File: config.mk
export PLATFORM = sky130hd
export DESIGN_NAME = ghost_move_ctrl
export DESIGN_NICKNAME = d
export VERILOG_FILES = /design/src/rtl/game_pkg.sv /design/src/rtl/tick_prescaler.sv /design/src/rtl/ghost_move_ctrl.sv
export SDC_FILE = /design/constraint.sdc
export NUM_CORES = 1
export LEC_CHECK = 0
export ABC_AREA = 1
export CORE_MARGIN = 1.5
export CORE_UTILIZATION = 35
export CTS_CLUSTER_SIZE = 30
export DETAILED_ROUTE_END_ITERATION = 12
export DONT_BUFFER_PORTS = 1
export PLACE_DENSITY = 0.47
export REMOVE_ABC_BUFFERS = 1
export SLEW_MARGIN = 20
export SYNTH_ARGS = -nofsm -noshare
export SYNTH_HDL_FRONTEND = slang
export SYNTH_SLANG_ARGS = --single-unit
File: constraint.sdc
create_clock -name clk -period 3.2 [get_ports clk]
set_input_delay 0.16 -clock clk [delete_from_list [all_inputs] [get_ports clk]]
set_output_delay 0.16 -clock clk [all_outputs]
set_load 0.05 [all_outputs]
File: src/rtl/game_pkg.sv
`default_nettype none
// ============================================================================
// Module : game_pkg
// Brief  : Shared types and constants for the ghost game datapath and control.
// Rev    : 1.0 - initial release
// ============================================================================
package game_pkg;

  localparam int COORD_W = 7;
  localparam int X_W     = 3;
  localparam int Y_W     = 4;

  // Coordinates are packed as {X[2:0], Y[3:0]}.
  localparam logic [COORD_W-1:0] START_COORD    = 7'b100_0100;
  localparam logic [COORD_W-1:0] SCORE_COORD_LO = 7'h0D;
  localparam logic [COORD_W-1:0] SCORE_COORD_HI = 7'h0F;

  typedef enum logic [1:0] {
    UP    = 2'b00,
    DOWN  = 2'b01,
    LEFT  = 2'b10,
    RIGHT = 2'b11
  } dir_t;

  typedef enum logic [1:0] {
    IDLE  = 2'b00,
    RUN   = 2'b01,
    PAUSE = 2'b10,
    OVER  = 2'b11
  } state_t;

  // Opposite headings share the axis bit and differ in the sign bit.
  function automatic logic is_reverse(input dir_t a, input dir_t b);
    return (a[1] == b[1]) && (a[0] != b[0]);
  endfunction

  function automatic logic [COORD_W-1:0] move_coord(input logic [COORD_W-1:0] c,
                                                    input dir_t d);
    logic [X_W-1:0] x;
    logic [Y_W-1:0] y;
    x = c[COORD_W-1:Y_W];
    y = c[Y_W-1:0];
    case (d)
      UP:      y = y - Y_W'(1);
      DOWN:    y = y + Y_W'(1);
      LEFT:    x = x - X_W'(1);
      default: x = x + X_W'(1);
    endcase
    return {x, y};
  endfunction

  function automatic logic in_score_area(input logic [COORD_W-1:0] c);
    return (c >= SCORE_COORD_LO) && (c <= SCORE_COORD_HI);
  endfunction

endpackage
`default_nettype wire

File: src/rtl/tick_prescaler.sv
`default_nettype none
// ============================================================================
// Module : tick_prescaler
// Brief  : Divides clk by PRESCALE, one-cycle tick on the last count; holds when idle.
// Rev    : 1.0 - initial release
// ============================================================================
module tick_prescaler #(
  parameter int PRESCALE = 1024
) (
  input  logic clk,
  input  logic rstn,
  input  logic en,
  input  logic clr,
  output logic tick
);

  localparam int                C_CNT_W = (PRESCALE > 1) ? $clog2(PRESCALE) : 1;
  localparam logic [C_CNT_W-1:0] C_LAST  = C_CNT_W'(PRESCALE - 1);

  logic [C_CNT_W-1:0] r_pre_cnt;
  logic               w_tick;

  assign w_tick = en && (r_pre_cnt == C_LAST);
  assign tick   = w_tick;

  always_ff @(posedge clk or negedge rstn) begin
    if (!rstn) begin
      r_pre_cnt <= '0;
    end else if (clr) begin
      r_pre_cnt <= '0;
    end else if (en) begin
      r_pre_cnt <= w_tick ? '0 : r_pre_cnt + C_CNT_W'(1);
    end
  end

endmodule
`default_nettype wire

File: src/rtl/ghost_move_ctrl.sv
`default_nettype none
// ============================================================================
// Module : ghost_move_ctrl
// Brief  : Game FSM, step pacing and movement of the ghost on the 8x16 grid.
// Rev    : 1.0 - initial release
// ============================================================================
module ghost_move_ctrl #(
  parameter int                            PRESCALE    = 1024,
  parameter logic [game_pkg::COORD_W-1:0]  START_COORD = game_pkg::START_COORD,
  parameter logic [1:0]                    START_DIR   = 2'b11
) (
  input  logic                           clk,
  input  logic                           rstn,
  input  logic                           start,
  input  logic                           pause,
  input  logic                           dir_valid,
  input  logic [1:0]                     dir,
  input  logic [14:0]                    delay,
  input  logic                           game_over,
  output logic [game_pkg::COORD_W-1:0]   nowCoord,
  output logic                           step_pulse,
  output logic                           dp_clear,
  output logic [1:0]                     state
);

  import game_pkg::*;

  localparam int C_DELAY_W = 15;

  state_t               r_state;
  state_t               w_state_nxt;
  dir_t                 r_cur_dir;
  dir_t                 r_pend_dir;
  dir_t                 w_dir_in;
  logic [COORD_W-1:0]   r_coord;
  logic [C_DELAY_W-1:0] r_delay_lat;
  logic [C_DELAY_W-1:0] r_tick_cnt;
  logic [C_DELAY_W-1:0] w_delay_eff;
  logic                 w_tick;
  logic                 w_pre_en;
  logic                 w_start_run;
  logic                 w_restart;
  logic                 w_run_active;
  logic                 w_step;
  logic                 w_dir_accept;

  // ---------------------------------------------------------------- FSM
  always_ff @(posedge clk or negedge rstn) begin
    if (!rstn) begin
      r_state <= IDLE;
    end else begin
      r_state <= w_state_nxt;
    end
  end

  always_comb begin
    w_state_nxt = r_state;
    w_restart   = 1'b0;
    case (r_state)
      IDLE: begin
        // A datapath still flagging game-over has not finished clearing.
        if (start && !game_over) begin
          w_state_nxt = RUN;
        end
      end
      RUN: begin
        if (game_over) begin
          w_state_nxt = OVER;
        end else if (pause) begin
          w_state_nxt = PAUSE;
        end
      end
      PAUSE: begin
        if (game_over) begin
          w_state_nxt = OVER;
        end else if (pause) begin
          w_state_nxt = RUN;
        end
      end
      OVER: begin
        if (start) begin
          w_state_nxt = IDLE;
          w_restart   = 1'b1;
        end
      end
      default: begin
        w_state_nxt = IDLE;
      end
    endcase
  end

  assign w_start_run  = (r_state == IDLE) && (w_state_nxt == RUN);
  assign w_run_active = (r_state == RUN) && !game_over;
  assign w_pre_en     = (r_state == RUN);

  // -------------------------------------------------------- step pacing
  tick_prescaler #(
    .PRESCALE (PRESCALE)
  ) u_tick_prescaler (
    .clk  (clk),
    .rstn (rstn),
    .en   (w_pre_en),
    .clr  (w_start_run),
    .tick (w_tick)
  );

  assign w_delay_eff = (r_delay_lat == '0) ? C_DELAY_W'(1) : r_delay_lat;
  assign w_step      = w_run_active && w_tick
                       && (r_tick_cnt == (w_delay_eff - C_DELAY_W'(1)));

  always_ff @(posedge clk or negedge rstn) begin
    if (!rstn) begin
      r_tick_cnt  <= '0;
      r_delay_lat <= '0;
    end else begin
      // delay is only captured at interval boundaries, so edits land next interval.
      if (w_start_run || w_step) begin
        r_delay_lat <= delay;
      end
      if (w_start_run) begin
        r_tick_cnt <= '0;
      end else if (w_run_active && w_tick) begin
        r_tick_cnt <= w_step ? '0 : r_tick_cnt + C_DELAY_W'(1);
      end
    end
  end

  // ------------------------------------------------------ direction/move
  assign w_dir_in     = dir_t'(dir);
  assign w_dir_accept = dir_valid && ((r_state == RUN) || (r_state == PAUSE))
                        && !is_reverse(w_dir_in, r_cur_dir);

  always_ff @(posedge clk or negedge rstn) begin
    if (!rstn) begin
      r_coord    <= START_COORD;
      r_cur_dir  <= dir_t'(START_DIR);
      r_pend_dir <= dir_t'(START_DIR);
    end else if (w_restart) begin
      r_coord    <= START_COORD;
      r_cur_dir  <= dir_t'(START_DIR);
      r_pend_dir <= dir_t'(START_DIR);
    end else begin
      if (w_step) begin
        r_coord   <= move_coord(r_coord, r_pend_dir);
        r_cur_dir <= r_pend_dir;
      end
      // Old pend_dir is consumed by this step; a new command waits for the next one.
      if (w_dir_accept) begin
        r_pend_dir <= w_dir_in;
      end
    end
  end

  assign nowCoord   = r_coord;
  assign step_pulse = w_step;
  assign dp_clear   = w_restart;
  assign state      = r_state;

endmodule
`default_nettype wire
Yosys cells after proc, flatten, opt, wreduce, memory -nomap -nowiden
Index checks and enable logic that the tools add are counted.
- word-level logic and storage cells: 74
- input port bits: 23
- output and inout port bits: 11
- register bits: 53
- $add $sub $neg: 7
- reduce and logical (&&, ||, !) cells: 24
- equal/unequal tests: 11
- mux-type cells: 24
- operators with widths (operator ; count):
    15-bit 2-to-1 mux ; 4
    10-bit 2-to-1 mux ; 3
    2-bit 2-to-1 mux ; 10
    15-bit by 1-bit adder with 15-bit output (second input constant) ; 1
    15-bit == test ; 1
    15-bit zero test ; 1
    15-bit by 1-bit subtractor with 15-bit output (second input constant) ; 1
    7-bit 2-to-1 mux ; 2
    10-bit by 1-bit adder with 10-bit output (second input constant) ; 1
    10-bit == test (second input constant) ; 1
    1-bit logical AND ; 9
    2-bit one-hot mux with 4 select lines ; 1
    4-bit one-hot mux with 2 select lines ; 1
    2-bit nonzero test ; 4
    2-bit by 1-bit == test with 1-bit output (second input constant) ; 3
    2-bit == test (second input constant) ; 3
    3-bit one-hot mux with 2 select lines ; 1
    4-bit by 1-bit adder with 4-bit output (second input constant) ; 1
    2-bit zero test ; 2
    2-bit AND reduction ; 2
    4-bit by 1-bit subtractor with 4-bit output (second input constant) ; 1
    3-bit by 1-bit adder with 3-bit output (second input constant) ; 1
    3-bit nonzero test ; 1
    3-bit by 1-bit subtractor with 3-bit output (second input constant) ; 1
    7 further kinds ; 10

Depth between registers and ports, before layout
- depth in word-level cells: 8
- depth in mapped cells: 23
- mapped depth without buffers: 22

By module
Synthesis repeated with hierarchy kept, for this count alone.
- cell total of the unflattened synthesis: 486
- area, all modules: 3619.7 µm²
- modules (own cells, without submodules) (module ; area an instance (µm²) ; times used ; seq. area each (µm²) ; cells an instance):
    ghost_move_ctrl ; 3036.7 ; 1 ; 1083.5 ; 414
    tick_prescaler ; 583.1 ; 1 ; 250.2 ; 72

Worst setup path after synthesis
Ideal clock, no wire load.
- kind: register -> register
- start point: register r_delay_lat[7]
- end point: register r_coord[0], in the netlist nowCoord[0]
- buffers on the path: 0
- required time: 3.130 ns
- stages on the path, launching flop included: 19
- library setup time: 0.070 ns
- arrival: 2.983 ns
- period minus slack after synthesis: 3.053 ns
- slack: 0.147 ns
- cell sequence: dfrtp_1 > nor2_1 > nand2_2 > nor2_4 > nand2_4 > nand2_2 > inv_2 > ha_1 > xnor2_1 > nor2_1 > nor2_1 > nand2_1 > nor2_1 > nand2_1 > nor2_1 > nand3_2 > nor3_2 > nand4_1 > nand2_1
- longest elaborated chain between the ends: 7
- RTL lines (what ; RTL line ; source):
    from (decl) ; ghost_move_ctrl.sv:36 ; logic [C_DELAY_W-1:0] r_delay_lat;
    from (signal assigned) ; ghost_move_ctrl.sv:118 ; r_delay_lat <= delay;
    15-bit zero test ; ghost_move_ctrl.sv:107 ; assign w_delay_eff = (r_delay_lat == '0) ? C_DELAY_W'(1) : r_delay_lat;
    15-bit 2-to-1 mux (*) ; ghost_move_ctrl.sv:107 ;
    15-bit by 1-bit subtractor with 15-bit output (*) ; ghost_move_ctrl.sv:109 ; && (r_tick_cnt == (w_delay_eff - C_DELAY_W'(1)));
    15-bit == test (*) ; ghost_move_ctrl.sv:109 ;
    1-bit logical AND (*) ; ghost_move_ctrl.sv:109 ;
    via step_pulse ; ghost_move_ctrl.sv:21 ; output logic step_pulse,
    2-bit nonzero test (no line) (*) ; n/a ;
    2-bit AND reduction (no line) (*) ; n/a ;
    to (signal assigned) ; ghost_move_ctrl.sv:144 ; r_coord <= move_coord(r_coord, r_pend_dir);
    to (decl) ; ghost_move_ctrl.sv:35 ; logic [COORD_W-1:0] r_coord;
Mark *: on every way through the listed nets, which the timed path passes. The rest lies on a longest branch.
A chain may end at the register's enable or synchronous reset.

Worst setup path in the final report
- start point: register r_delay_lat[7]
- end point: output port step_pulse
- longest elaborated chain between the ends: 5
- RTL lines (what ; RTL line):
    15-bit zero test ; ghost_move_ctrl.sv:107
    15-bit 2-to-1 mux (*) ; ghost_move_ctrl.sv:107
    15-bit by 1-bit subtractor with 15-bit output (*) ; ghost_move_ctrl.sv:109
    15-bit == test (*) ; ghost_move_ctrl.sv:109
    1-bit logical AND (*) ; ghost_move_ctrl.sv:109
    to (decl) ; ghost_move_ctrl.sv:21
Every way passes the cells marked *; elsewhere a longest branch is shown, timed or not.

==> reports/results.md <==
| Group | Item | Reported |
|:---|:---|:---|
| timing | Setup repair after global routing missed its margin | no |
| die | Number of placement rows | 37 |
| clock tree | Clock insertion delay at the later pin of the skew report | 320 ps |
| grt | First-pass GRT wire length | 16300 µm |
| cells and area | Total Nets Final | 595 |
| timing | Part of the cycle the worst path needs | 0.932 |
| synthesis | Main flop type after synthesis | sky130_fd_sc_hd__dfrtp_1 |
| power | Fraction of power spent switching nets | 0.488 |
| power | Leakage Power | 0.00214 µW |
| routing | Iteration count of the initial detailed-routing pass | 4 |
| die | Die H | 108 µm |
| grt | Pin count of the biggest net entering global routing | 54 |
| synthesis | Cell types occupying the most area after synthesis | sky130_fd_sc_hd__dfrtp_1 31%, sky130_fd_sc_hd__nand2_1 12%, sky130_fd_sc_hd__inv_1 7.0% |
| timing | Setup TNS | 0 ps |
| routing | Starting DRC count in detailed routing | 178 |
| power | Power density over the cells | 844 mW/mm² |
| synthesis | Cells after synthesis | 526 |
| timing | Final hold violations | 0 |
| synthesis | Seq cells post-synth | 53 |
| clock tree | H-tree depth | 2 |
| synthesis | Number of enable flip-flop cells after synthesis | 0 |
| timing | Setup Viol. Count Final | 0 |
| cells and area | Utilization after layout | 0.424 |
| die | Top-level I/O count | 34 |
| die | Area of the core | 0.0105 mm² |
| die | Horizontal extent of the die | 108 µm |
| power | Seq pwr share | 0.310 |
| die | Initial core utilization | 0.365 |
| routing | Post-DR vias/cell | 4.92 |
| clock tree | Clock tree from TritonCTS | built |
| timing | Measured slew at the worst slew-check pin | 600 ps |
| synthesis | Count of distinct cell types in the synthesized netlist | 39 |
| grt | Initial antenna violation count | 0 |
| timing | Fin Clk Skew | 5.36 ps |
| critical path | Critical path class | flip-flop to output pin |
| clock tree | Number of buffers added by the clock tree synthesis step | 5 |
| critical path | Worst reg2reg endpoint | r_delay_lat[4]$_DFFE_PN0P_ |
| clock tree | Deepest clock path buffer count | 2 |
| critical path | Source of the critical timing path | r_delay_lat[7]$_DFFE_PN0P_ |
| timing | Highest clock rate | 335 MHz |
| power | Clock share of power | 0.139 |
| cells and area | Count of antenna diodes in the layout | 0 |
| synthesis | Top post-synthesis cells by count | 123 x sky130_fd_sc_hd__nand2_1, 71 x sky130_fd_sc_hd__inv_1, 54 x sky130_fd_sc_hd__nor2_1, 47 x sky130_fd_sc_hd__dfrtp_1, 47 x sky130_fd_sc_hd__nand3_1 |
| clock tree | Clock slew at reported path FFs | 110 ps |
| placement | Final RePlAce weighted congestion | 0.870 |
| critical path | Setup crit end | step_pulse |
| clock tree | Number of sinks handled by clock tree synthesis | 53 |
| routing | Final WL | 9830 µm |
| critical path | Worst-case register-to-register setup slack | 260 ps |
| die | Die footprint | 0.0116 mm² |
| routing | Via count | 3428 |
| critical path | R2R depth | 22 |
| power | Cell-internal power | 1910 µW |
| synthesis | Count leader, synth | sky130_fd_sc_hd__nand2_1 |
| grt | Vias in the first global route | 3376 |
| cells and area | Register area | 0.00134 mm² |
| critical path | Startpoint of the most critical register-to-register path | r_delay_lat[7]$_DFFE_PN0P_ |
| clock tree | Root Driver | sky130_fd_sc_hd__clkbuf_8 |
| critical path | Data required time of the worst path | 3040 ps |
| critical path | Category of the worst setup path launch point | flip-flop |
| synthesis | Post-synthesis instance area | 0.00382 mm² |
| synthesis | Async set-reset flop share out of synthesis | 1.00 |
| synthesis | Sequential fraction of the synthesis area | 0.349 |
| synthesis | Yosys warnings | 0 |
| synthesis | Biggest area consumer among synthesized cells | sky130_fd_sc_hd__dfrtp_1 |
| grt | GRT Resource Usage Total | 0.178 |
| critical path | Worst Setup End Kind | output pin |
| critical path | Highest fanout seen on the critical path | 6 |
| cells and area | Synth-to-layout area growth | 15.9% |
| routing | Remaining design rule violation count | 0 |
| timing | Relative slew slack | 0.599 |
| power | Combinational Power Share | 0.551 |
| timing | Number of max-slew violations in the final report | 0 |
| cells and area | Fill cell instance count of the final layout | 1135 |
| grt | Overflow left after global routing | 0 |
| timing | Fin crit period | 2980 ps |
| power | P_sw | 1830 µW |
| job | Max Cap Violations | 0 |
| status | Outcome | complete, no violations |
| cells and area | Area of combinational cells with multiple inputs | 0.00219 mm² |
| synthesis | Syn_area_per_cell | 7.27 µm² |
| critical path | Data arrival time of the critical path | 2820 ps |
| cells and area | Layout cells sized above 1 | 0.148 |
| routing | Avg WL per Cell | 14.1 µm |
| routing | Number of nets with antenna violations after routing | 0 |
| placement | Half-perimeter wire length after placement | 7330 µm |
| synthesis | Yosys top cell area share | 0.308 |
| placement | Count of buffers inserted at the top-level ports | 0 |
| power | Worst voltage drop across the vdd grid | 0.484 mV |
| worst hold path | Worst min-delay path category | primary input to flip-flop |
-- kinds of logic (layout without fill, tap and decap cells) --
family / Yosys count / after routing / share of synthesized area
AND/OR/NAND/NOR: 309 / 309 / 0.387
AO/OA/AOI/OAI: 42 / 42 / 0.0642
flip-flops: 53 / 53 / 0.349
XOR/XNOR: 28 / 28 / 0.0681
adder cells (fa/ha/maj): 12 / 12 / 0.0432
buffers and inverters: 82 / 117 / 0.0884
-- critical path, stage by stage (launching register included) --
cell                      delay [ps]
sky130_fd_sc_hd__dfrtp_2         460
sky130_fd_sc_hd__nor2_2          130
sky130_fd_sc_hd__nand2_2          90
sky130_fd_sc_hd__nor2_4          140
sky130_fd_sc_hd__nand2_4          60
sky130_fd_sc_hd__nand2_2          70
sky130_fd_sc_hd__inv_2            60
sky130_fd_sc_hd__ha_4            170
sky130_fd_sc_hd__nand2_2         100
sky130_fd_sc_hd__inv_1           110
sky130_fd_sc_hd__nand2_1          90
sky130_fd_sc_hd__nand2_1          50
sky130_fd_sc_hd__nand2_1          60
sky130_fd_sc_hd__nand2_1          60
sky130_fd_sc_hd__nor2_1           90
sky130_fd_sc_hd__nand2_1          70
sky130_fd_sc_hd__nor2_1          130
sky130_fd_sc_hd__nand3_2         110
sky130_fd_sc_hd__nor3_2          210
sky130_fd_sc_hd__buf_6           210
-- worst min-delay path by stage --
stage | slack, ps | cells past startpoint | to | from
floorplan | -140 | 0 | nowCoord[0]$_DFFE_PN0P_ | rstn
finish | 8 | 2 | r_pend_dir[0]$_DFFE_PN1P_ | dir[0]
global route | 5 | 2 | r_pend_dir[0]$_DFFE_PN1P_ | dir[0]
CTS | 4 | 2 | r_pend_dir[0]$_DFFE_PN1P_ | dir[0]
global placement | -130 | 0 | r_delay_lat[0]$_DFFE_PN0P_ | rstn
detailed placement | -130 | 0 | r_delay_lat[14]$_DFFE_PN0P_ | rstn
-- routing by layer --
metal / vias to the layer above / track usage / part of all wire
met3: 12 / 0.0254 / 0.033
li1: 1776 / - / -
met1: 1586 / 0.241 / 0.49
met5: - / 0 / 0
met4: 0 / 0.0451 / 0.015
met2: 54 / 0.298 / 0.46
-- power groups by stage --
stage	clock, µW	sequential (µW)	combinational [µW]
after CTS	533	1160	1910
after detailed placement	0	1170	1870
after global routing	562	1190	2330
final	519	1160	2060
after floorplan	0	1160	1410
after global placement	0	1170	1880
-- stage by stage --
stage	worst slack [ps]	cell area [µm²]	std cells	power (µW)	hold WS [ps]
after floorplan	149	3760	517	2570	-136
after global placement	211	3990	661	3040	-133
after detailed placement	145	3990	661	3040	-134
after CTS	83.1	4300	686	3600	3.92
after global routing	9.90	4430	697	4090	5.25
final	216	4430	697	3740	7.93
-- flip-flops by register name (all words and copies together) (netlist names) --
signal,cells
r_delay_lat,15
r_tick_cnt,15
u_tick_prescaler.r_pre_cnt,10
nowCoord,7
r_cur_dir,2
r_pend_dir,2
state,2
-- final cells by class --
cell class                 instances  area share
clock buffer                       6      0.0186
clock inverter                     2     0.00932
inverter                          73      0.0618
multi-input combinational        391       0.494
sequential                        53       0.303
tap                              136      0.0384
timing repair buffer              36      0.0754
-- layout by cell type, fill, tap and decap left out, types with 4 or more instances in the layout --
master	n
sky130_fd_sc_hd__xor2_1	16
sky130_fd_sc_hd__nor2_2	8
sky130_fd_sc_hd__nand3_2	6
sky130_fd_sc_hd__nand3_1	47
sky130_fd_sc_hd__nand2_2	11
sky130_fd_sc_hd__dfrtp_1	41
sky130_fd_sc_hd__nand2_1	123
sky130_fd_sc_hd__o21ai_0	13
sky130_fd_sc_hd__clkbuf_8	6
sky130_fd_sc_hd__ha_1	9
sky130_fd_sc_hd__dfstp_2	6
sky130_fd_sc_hd__buf_4	18
sky130_fd_sc_hd__nand3b_1	4
sky130_fd_sc_hd__a21oi_1	9
sky130_fd_sc_hd__nor3_1	16
sky130_fd_sc_hd__o21ai_2	6
sky130_fd_sc_hd__nand4_1	28
sky130_fd_sc_hd__xnor2_1	9
sky130_fd_sc_hd__o21ai_1	8
sky130_fd_sc_hd__dlygate4sd3_1	16
sky130_fd_sc_hd__inv_1	71
sky130_fd_sc_hd__nor2_1	52
sky130_fd_sc_hd__dfrtp_2	6
-- what timing repair did --
| action | in CTS | in global routing |
|---|---|---|
| buffers inserted | 0 | 11 |
| hold buffers | 17 | 0 |
| endpoints found under the hold margin | 68 | 0 |
| resized for setup | 0 | 14 |
| setup endpoints to repair | 0 | 27 |
No activity file was read; power rests on OpenSTA's default activity.
